===== config.mk =====
export PLATFORM = sky130hd
export DESIGN_NAME = mult_div_ctrl_flat
export DESIGN_NICKNAME = d
export VERILOG_FILES = /design/src/rtl/mult_div_pkg.sv /design/src/rtl/mult_div_ctrl_if.sv /design/src/rtl/mult_div_ctrl_div_step.sv /design/src/rtl/mult_div_ctrl.sv /design/src/flat_wrapper.sv
export SDC_FILE = /design/constraint.sdc
export NUM_CORES = 1
export LEC_CHECK = 0
export ABC_AREA = 1
export CORE_ASPECT_RATIO = 0.9
export CORE_MARGIN = 3
export CORE_UTILIZATION = 45
export DETAILED_ROUTE_END_ITERATION = 6
export PLACE_DENSITY = 0.63
export SYNTH_ARGS = -nofsm -noshare
export SYNTH_HDL_FRONTEND = slang
export SYNTH_SLANG_ARGS = --single-unit

===== constraint.sdc =====
create_clock -name clk -period 3.5 [get_ports clk]
set_input_delay 0.525 -clock clk [delete_from_list [all_inputs] [get_ports clk]]
set_output_delay 0.525 -clock clk [all_outputs]
set_load 0.01 [all_outputs]

===== src/rtl/mult_div_pkg.sv =====
// mult_div_pkg: shared state encoding, opcode values and helpers for the
// signed multiply/divide controller.
package mult_div_pkg;

  typedef enum logic [2:0] {
    ST_IDLE = 3'd0,
    ST_MULT = 3'd1,
    ST_DIV  = 3'd2,
    ST_FIX  = 3'd3,
    ST_DONE = 3'd4
  } ctrlStateE;

  localparam logic       OP_MULT    = 1'b0;
  localparam logic       OP_DIV     = 1'b1;
  localparam int         ITER_COUNT = 32;
  localparam logic [5:0] LAST_ITER  = 6'(ITER_COUNT - 1);

  // Two's-complement magnitude; 0x80000000 maps to itself, which reads
  // correctly as the unsigned value 2^31.
  function automatic logic [31:0] absVal(input logic [31:0] v);
    return v[31] ? (32'd0 - v) : v;
  endfunction

endpackage


===== src/rtl/mult_div_ctrl_if.sv =====
// mult_div_ctrl_if: request/result bundle between the control unit (master)
// and the multiply/divide controller (slave).
interface mult_div_ctrl_if;
  logic        start;
  logic        op;
  logic [31:0] a_in;
  logic [31:0] b_in;
  logic        busy;
  logic        done;
  logic        hi_lo_write;
  logic [31:0] hi_out;
  logic [31:0] lo_out;
  logic        div_zero;

  modport master (
    output start, op, a_in, b_in,
    input  busy, done, hi_lo_write, hi_out, lo_out, div_zero
  );

  modport slave (
    input  start, op, a_in, b_in,
    output busy, done, hi_lo_write, hi_out, lo_out, div_zero
  );
endinterface


===== src/rtl/mult_div_ctrl_div_step.sv =====
// div_step: one restoring-division step on a {remainder, quotient} pair.
// The pair is shifted left by one, the divisor is trial-subtracted from the
// widened remainder, and the new quotient bit enters at the bottom.
module div_step (
  input  logic [63:0] remQuo,
  input  logic [31:0] divisor,
  output logic [63:0] nextRemQuo
);

  logic [32:0] remShiftS;
  logic [32:0] trialS;

  // Trial subtraction decides the quotient bit and the kept remainder.
  always_comb begin
    remShiftS = remQuo[63:31];
    trialS    = remShiftS - {1'b0, divisor};
    if (remShiftS >= {1'b0, divisor}) begin
      nextRemQuo = {trialS[31:0], remQuo[30:0], 1'b1};
    end else begin
      nextRemQuo = {remShiftS[31:0], remQuo[30:0], 1'b0};
    end
  end

endmodule


===== src/rtl/mult_div_ctrl.sv =====
// mult_div_ctrl: iterative signed multiply (radix-2 Booth, 32 cycles) and
// signed divide (32 restoring steps on magnitudes plus one sign-fix cycle).
// Build option: MULTDIV_DIVZERO_TRAP_EN -- when defined, a divide by zero
// finishes in one cycle with a div_zero pulse and leaves Hi/Lo untouched.
module mult_div_ctrl
  import mult_div_pkg::*;
(
  input  logic           clk,
  input  logic           reset,
  mult_div_ctrl_if.slave bus
);

  ctrlStateE   stateR;
  logic [5:0]  cntR;
  logic [64:0] workR;      // MULT: {acc[32:0], multiplier}; DIV: {0, rem, quo}
  logic        qm1R;       // Booth q(-1) bit
  logic [32:0] mcandR;     // sign-extended multiplicand or divisor magnitude
  logic        aNegR;
  logic        qNegR;
  logic        bZeroR;
  logic        busyR;
  logic        doneR;
  logic        hiLoWriteR;
  logic        divZeroR;
  logic [31:0] hiR;
  logic [31:0] loR;

  logic        trapS;
  logic [32:0] boothSumS;
  logic [64:0] boothNextS;
  logic [63:0] divNextS;

  div_step uDivStep (
    .remQuo     (workR[63:0]),
    .divisor    (mcandR[31:0]),
    .nextRemQuo (divNextS)
  );

  // Flag requests that short-circuit as a divide-by-zero trap.
  always_comb begin
`ifdef MULTDIV_DIVZERO_TRAP_EN
    trapS = (bus.op == OP_DIV) && (bus.b_in == 32'd0);
`else
    trapS = 1'b0;
`endif
  end

  // Booth add/subtract followed by an arithmetic right shift of acc:Q:q-1.
  always_comb begin
    case ({workR[0], qm1R})
      2'b01:   boothSumS = workR[64:32] + mcandR;
      2'b10:   boothSumS = workR[64:32] - mcandR;
      default: boothSumS = workR[64:32];
    endcase
    boothNextS = {boothSumS[32], boothSumS, workR[31:1]};
  end

  // Controller FSM with registered strobes and result registers.
  always_ff @(posedge clk or negedge reset) begin
    if (!reset) begin
      stateR     <= ST_IDLE;
      cntR       <= 6'd0;
      workR      <= 65'd0;
      qm1R       <= 1'b0;
      mcandR     <= 33'd0;
      aNegR      <= 1'b0;
      qNegR      <= 1'b0;
      bZeroR     <= 1'b0;
      busyR      <= 1'b0;
      doneR      <= 1'b0;
      hiLoWriteR <= 1'b0;
      divZeroR   <= 1'b0;
      hiR        <= 32'd0;
      loR        <= 32'd0;
    end else begin
      case (stateR)
        ST_IDLE: begin
          doneR      <= 1'b0;
          hiLoWriteR <= 1'b0;
          divZeroR   <= 1'b0;
          cntR       <= 6'd0;
          if (bus.start) begin
            if (trapS) begin
              doneR    <= 1'b1;
              divZeroR <= 1'b1;
              stateR   <= ST_DONE;
            end else if (bus.op == OP_MULT) begin
              workR  <= {33'd0, bus.b_in};
              qm1R   <= 1'b0;
              mcandR <= {bus.a_in[31], bus.a_in};
              busyR  <= 1'b1;
              stateR <= ST_MULT;
            end else begin
              workR  <= {33'd0, absVal(bus.a_in)};
              mcandR <= {1'b0, absVal(bus.b_in)};
              aNegR  <= bus.a_in[31];
              qNegR  <= bus.a_in[31] ^ bus.b_in[31];
              bZeroR <= (bus.b_in == 32'd0);
              busyR  <= 1'b1;
              stateR <= ST_DIV;
            end
          end else begin
            stateR <= ST_IDLE;
          end
        end
        ST_MULT: begin
          workR <= boothNextS;
          qm1R  <= workR[0];
          if (cntR == LAST_ITER) begin
            hiR        <= boothNextS[63:32];
            loR        <= boothNextS[31:0];
            doneR      <= 1'b1;
            hiLoWriteR <= 1'b1;
            busyR      <= 1'b0;
            cntR       <= 6'd0;
            stateR     <= ST_DONE;
          end else begin
            cntR <= cntR + 6'd1;
          end
        end
        ST_DIV: begin
          workR <= {1'b0, divNextS};
          if (cntR == LAST_ITER) begin
            cntR   <= 6'd0;
            stateR <= ST_FIX;
          end else begin
            cntR <= cntR + 6'd1;
          end
        end
        ST_FIX: begin
          // Remainder follows the dividend sign; a zero divisor leaves the
          // all-ones quotient produced by the unconditional subtracts.
          hiR <= aNegR ? (32'd0 - workR[63:32]) : workR[63:32];
          if (bZeroR) begin
            loR <= 32'hFFFF_FFFF;
          end else begin
            loR <= qNegR ? (32'd0 - workR[31:0]) : workR[31:0];
          end
          doneR      <= 1'b1;
          hiLoWriteR <= 1'b1;
          busyR      <= 1'b0;
          stateR     <= ST_DONE;
        end
        ST_DONE: begin
          doneR      <= 1'b0;
          hiLoWriteR <= 1'b0;
          divZeroR   <= 1'b0;
          busyR      <= 1'b0;
          stateR     <= ST_IDLE;
        end
        default: begin
          doneR      <= 1'b0;
          hiLoWriteR <= 1'b0;
          divZeroR   <= 1'b0;
          busyR      <= 1'b0;
          cntR       <= 6'd0;
          stateR     <= ST_IDLE;
        end
      endcase
    end
  end

  assign bus.busy        = busyR;
  assign bus.done        = doneR;
  assign bus.hi_lo_write = hiLoWriteR;
  assign bus.div_zero    = divZeroR;
  assign bus.hi_out      = hiR;
  assign bus.lo_out      = loR;

endmodule


===== src/flat_wrapper.sv =====
// flat-port wrapper written by rule: the top's interface ports become plain ports
module mult_div_ctrl_flat import mult_div_pkg::*;
  (clk, reset, bus_start, bus_op, bus_a_in, bus_b_in, bus_busy, bus_done, bus_hi_lo_write, bus_hi_out, bus_lo_out, bus_div_zero);
  mult_div_ctrl_if bus_i ();
  input  logic clk;
  input  logic reset;
  input wire logic [$bits(bus_i.start)-1:0] bus_start;
  input wire logic [$bits(bus_i.op)-1:0] bus_op;
  input wire logic [$bits(bus_i.a_in)-1:0] bus_a_in;
  input wire logic [$bits(bus_i.b_in)-1:0] bus_b_in;
  output wire logic [$bits(bus_i.busy)-1:0] bus_busy;
  output wire logic [$bits(bus_i.done)-1:0] bus_done;
  output wire logic [$bits(bus_i.hi_lo_write)-1:0] bus_hi_lo_write;
  output wire logic [$bits(bus_i.hi_out)-1:0] bus_hi_out;
  output wire logic [$bits(bus_i.lo_out)-1:0] bus_lo_out;
  output wire logic [$bits(bus_i.div_zero)-1:0] bus_div_zero;
  assign bus_i.start = bus_start;
  assign bus_i.op = bus_op;
  assign bus_i.a_in = bus_a_in;
  assign bus_i.b_in = bus_b_in;
  assign bus_busy = bus_i.busy;
  assign bus_done = bus_i.done;
  assign bus_hi_lo_write = bus_i.hi_lo_write;
  assign bus_hi_out = bus_i.hi_out;
  assign bus_lo_out = bus_i.lo_out;
  assign bus_div_zero = bus_i.div_zero;
  mult_div_ctrl u_core (.clk(clk), .reset(reset), .bus(bus_i));
endmodule

==> results.md, run 1 <==
* Post-route setup slack at 0.1161 ns
* Hold Fails Final Rpt at 0
* Worst hold path class: input pin to asynchronous set/reset pin
* Synth Area in Compound Gates at 0.1619
* CP required at roughly 3.8 ns
* Post-DR wirelength/cell at about 22 um
* Minimum clock period at 3.384 ns
* Vias per cell at 5.840
* Synth Area in XOR/XNOR at 0.05075
* Num rows at 68
* Die Y at between 150 and 200 um
* PortBufs at 134
* Setup TNS at 0 ns
* Dpl cells at 3,636
* Max Freq at 295.5 MHz
* Placer Congestion at 1.172
* Post-Syn Nets at 3,076
* Antenna violations before repair at 5
* Final setup skew at roughly 0.022 ns
* Post-synthesis mux area share at 0
* Slew Viols, Final at 0
* DRC Markers at 0
* Total die area at 42,320 um2
* Top FF cell, synth: dfrtp_1
* Pre-Repair DR Iteration Count at 6
* Maximum clock path buffer count at 2
* GRT Total Usage at 0.3622
* Area Growth Syn to Fin at 20.74%
* CTS tree: done
* Distinct cells, synth at 56
* Final Setup Violations at 0
* Core Region at 38,880 um2
* 1st-iter DRT viols at 2,805
* Post-Synth Adder-Cell Area at 0.05172
* Post-DP HPWL at 63,900 um
* Final net count at 3,274
* Register area at 4429 um2
* #FFs+latches synth at 177
* Root Driver: clkbuf_16
* Met1 track demand over resource at 0.5373
* First-pass GRT wire length at 118,100 um
* CTS buffer count at 17
* Cell with the most instances after synthesis: nand2_1
* Number of global-route vias before repair at approximately 20,000
* Post-layout util at 0.5574
* Syn Inst Count at 2,935
* Critical Path AT at 3.70 ns
* Crit-path max FO at 4
* Routed Antenna Nets at 0
* Setup WS pre-CTS at -0.1812 ns
* GR met3 Demand/Resource at 0.08822
* Detailed-route via count at 21,450
* Crit Path Class: register to register
* Largest family of logic cells by synthesized area: simple AND/OR/NAND/NOR gates
* Largest net degree at the start of global routing at 66
* FILL cells at 3,957
* Post-Syn Area at 17,950 um2
* Top cells by area, synth: dfrtp_1 (25%), nand2_1 (19%), nand3_1 (8.1%)
* Clock Pin Slew Worst Setup and Hold Paths at 0.08 ns
* Met2 Usage GRT at 0.5126
* Layout cells sized above 1 at 0.1103
* RSZ-0062 raised after global routing: yes
* Least-Margin Pin Slew at 0.8807 ns
* Fin cells at approximately 3,700
* Slew headroom at 0.4129
* Post-synth EDFFs at 0
* Worst-Skew Late Latency at 0.45 ns
* Simple-gate share of the synthesized area at 0.3789
* CP Capture Type: register
* Die width at 216.5 um
* Starting Density at 0.4616
* Max cap viols at 0
* Gr ovfl total at 0
* Htree depth at 4
* Crit path launch type: register
* Hold buffers post-CTS at 0
* Area fraction of the dominant cell type after synthesis at 0.2468
* Register area share after synthesis at 0.2468
* Cell accounting for the most synthesized area: dfrtp_1
* Ys Warns at 0
* Area of the multi-input gates at 12,050 um2
* Clock Sinks at 177
* Io pins at 136
* Period Utilization, post-route at 0.9668
* Post-Route WL at 79,350 um
* Busiest grt layer: met1
* Status: completed
* Ys async rst share at 1.000
* Syn Area/Cell at 6.116 um2
* Synth top cells by count: nand2_1 (896), inv_1 (371), nand3_1 (292), nor2_1 (267), dfrtp_1 (177)
stage by stage:
step | cell area, um2 | hold slack, ns
2_1_floorplan | 17950 | 0.2294
3_3_place_gp | 20590 | 0.4642
3_5_place_dp | 20590 | 0.4637
4_1_cts | 21190 | 0.06805
5_1_grt | 21670 | 0.08053
6_report | 21670 | 0.04011
cell families (layout without fill, tap and decap cells):
group | Yosys count | after routing
and+or+nand+nor | 1598 | 1598
buffers and inverters | 498 | 709
AOI/OAI and AO/OA | 484 | 484
DFF | 177 | 177
xor gates and xnor gates | 104 | 104
adders and majority gates | 73 | 73
other | 1 | 2
sequential cells by signal (all words and copies together), names as in the netlist:
| name | cells |
|---|---|
| u_core.qNegR | 1 |
| u_core.bus.hi_out | 32 |
| u_core.stateR | 3 |
| u_core.bZeroR | 1 |
| u_core.bus.done | 1 |
| u_core.workR | 65 |
| u_core.mcandR | 33 |
| u_core.bus.busy | 1 |
| u_core.bus.lo_out | 32 |
| u_core.cntR | 6 |
| u_core.qm1R | 1 |
| u_core.aNegR | 1 |
final timing paths:
path	depth (start not counted)	slack, ns	from	endpoint
min in group clk	2	0.48	u_core.bus.lo_out[15]	u_core.bus.lo_out[15]
max in group asynchronous	2	2.52	reset	u_core.workR[16]
hold reg to reg	2	0.48	u_core.bus.lo_out[15]	u_core.bus.lo_out[15]
setup / recovery	23	0.12	u_core.mcandR[14]	u_core.workR[61]
setup reg to reg	23	0.12	u_core.mcandR[14]	u_core.workR[61]
hold / removal	1	0.04	reset	u_core.workR[60]
routing by layer:
metal / part of all wire / wire length, um / vias up
met5: 0.00064 / 51 / -
met1: 0.43 / 34430 / 10060
met4: 0.038 / 2996 / 8
met2: 0.41 / 32160 / 1207
met3: 0.12 / 9721 / 175
li1: - / - / 9999
worst max-delay path: stages (launching register included):
cell and delay (ns):
dfrtp_1 0.38, inv_1 0.18, nand2_1 0.08, nor2_1 0.19
nand2_1 0.08, o21ai_0 0.19, nand2_2 0.13, nor2_4 0.18
nand2_1 0.09, xor2_1 0.19, buf_4 0.15, inv_1 0.07
ha_4 0.31, nand2_4 0.07, nor2_2 0.12, nand2_1 0.14
nor3_1 0.15, nand2_1 0.14, nand2_1 0.09, nand2_1 0.05
nand3_1 0.08, nand2_1 0.07, nand2_1 0.06, nand3_1 0.09
what timing repair did:
item                                    4_1_cts  5_1_grt
pin swaps                                     0       23
resized for setup                             7      115
setup buffers                                 0        3
endpoints found under the setup margin       14       50
cell usage in the layout, fill, tap and decap left out, drive strengths merged, types with 11 or more instances in the layout:
cell type      Yosys  final
a221oi            30     30
o22ai             12     12
clkbuf            42     19
a21oi            156    156
nand3            294    294
xnor2             24     24
nand3b            17     17
o21ai            168    168
nand2            905    905
o211ai            16     16
clkdlybuf4s50      0    133
buf               63    151
o221ai            34     34
nand4             32     32
a31oi             16     16
inv              389    395
a22oi             20     20
ha                71     71
dfrtp            177    177
xor2              80     80
nor3              43     43
o21bai            11     11
nor2             283    283
area by class of cell:
class	instances	area share
Clock buffer	19	0.02044
Clock inverter	13	0.005773
Tap cell	525	0.03031
Multi-Input combinational cell	2260	0.5559
Antenna cell	1	0.0001155
Sequential cell	177	0.2044
Timing Repair Buffer	284	0.1151
Inverter	393	0.06807
Power of run 1 is left out: the tool's default activity adds up to more than one toggle a clock period on the data nets, which glitch-free logic cannot reach.
==> inputs of run 2 (changes only) <==
--- a/config.mk
+++ b/config.mk
@@ -10,6 +10,7 @@
 export CORE_MARGIN = 3
 export CORE_UTILIZATION = 45
 export DETAILED_ROUTE_END_ITERATION = 6
+export GPL_ROUTABILITY_DRIVEN = 1
 export PLACE_DENSITY = 0.63
 export SYNTH_ARGS = -nofsm -noshare
 export SYNTH_HDL_FRONTEND = slang
==> results of run 2 <==
Same layout as run 1: the final DEF is identical, and so are final timing and power.
Power of run 2 is left out for the same reason.
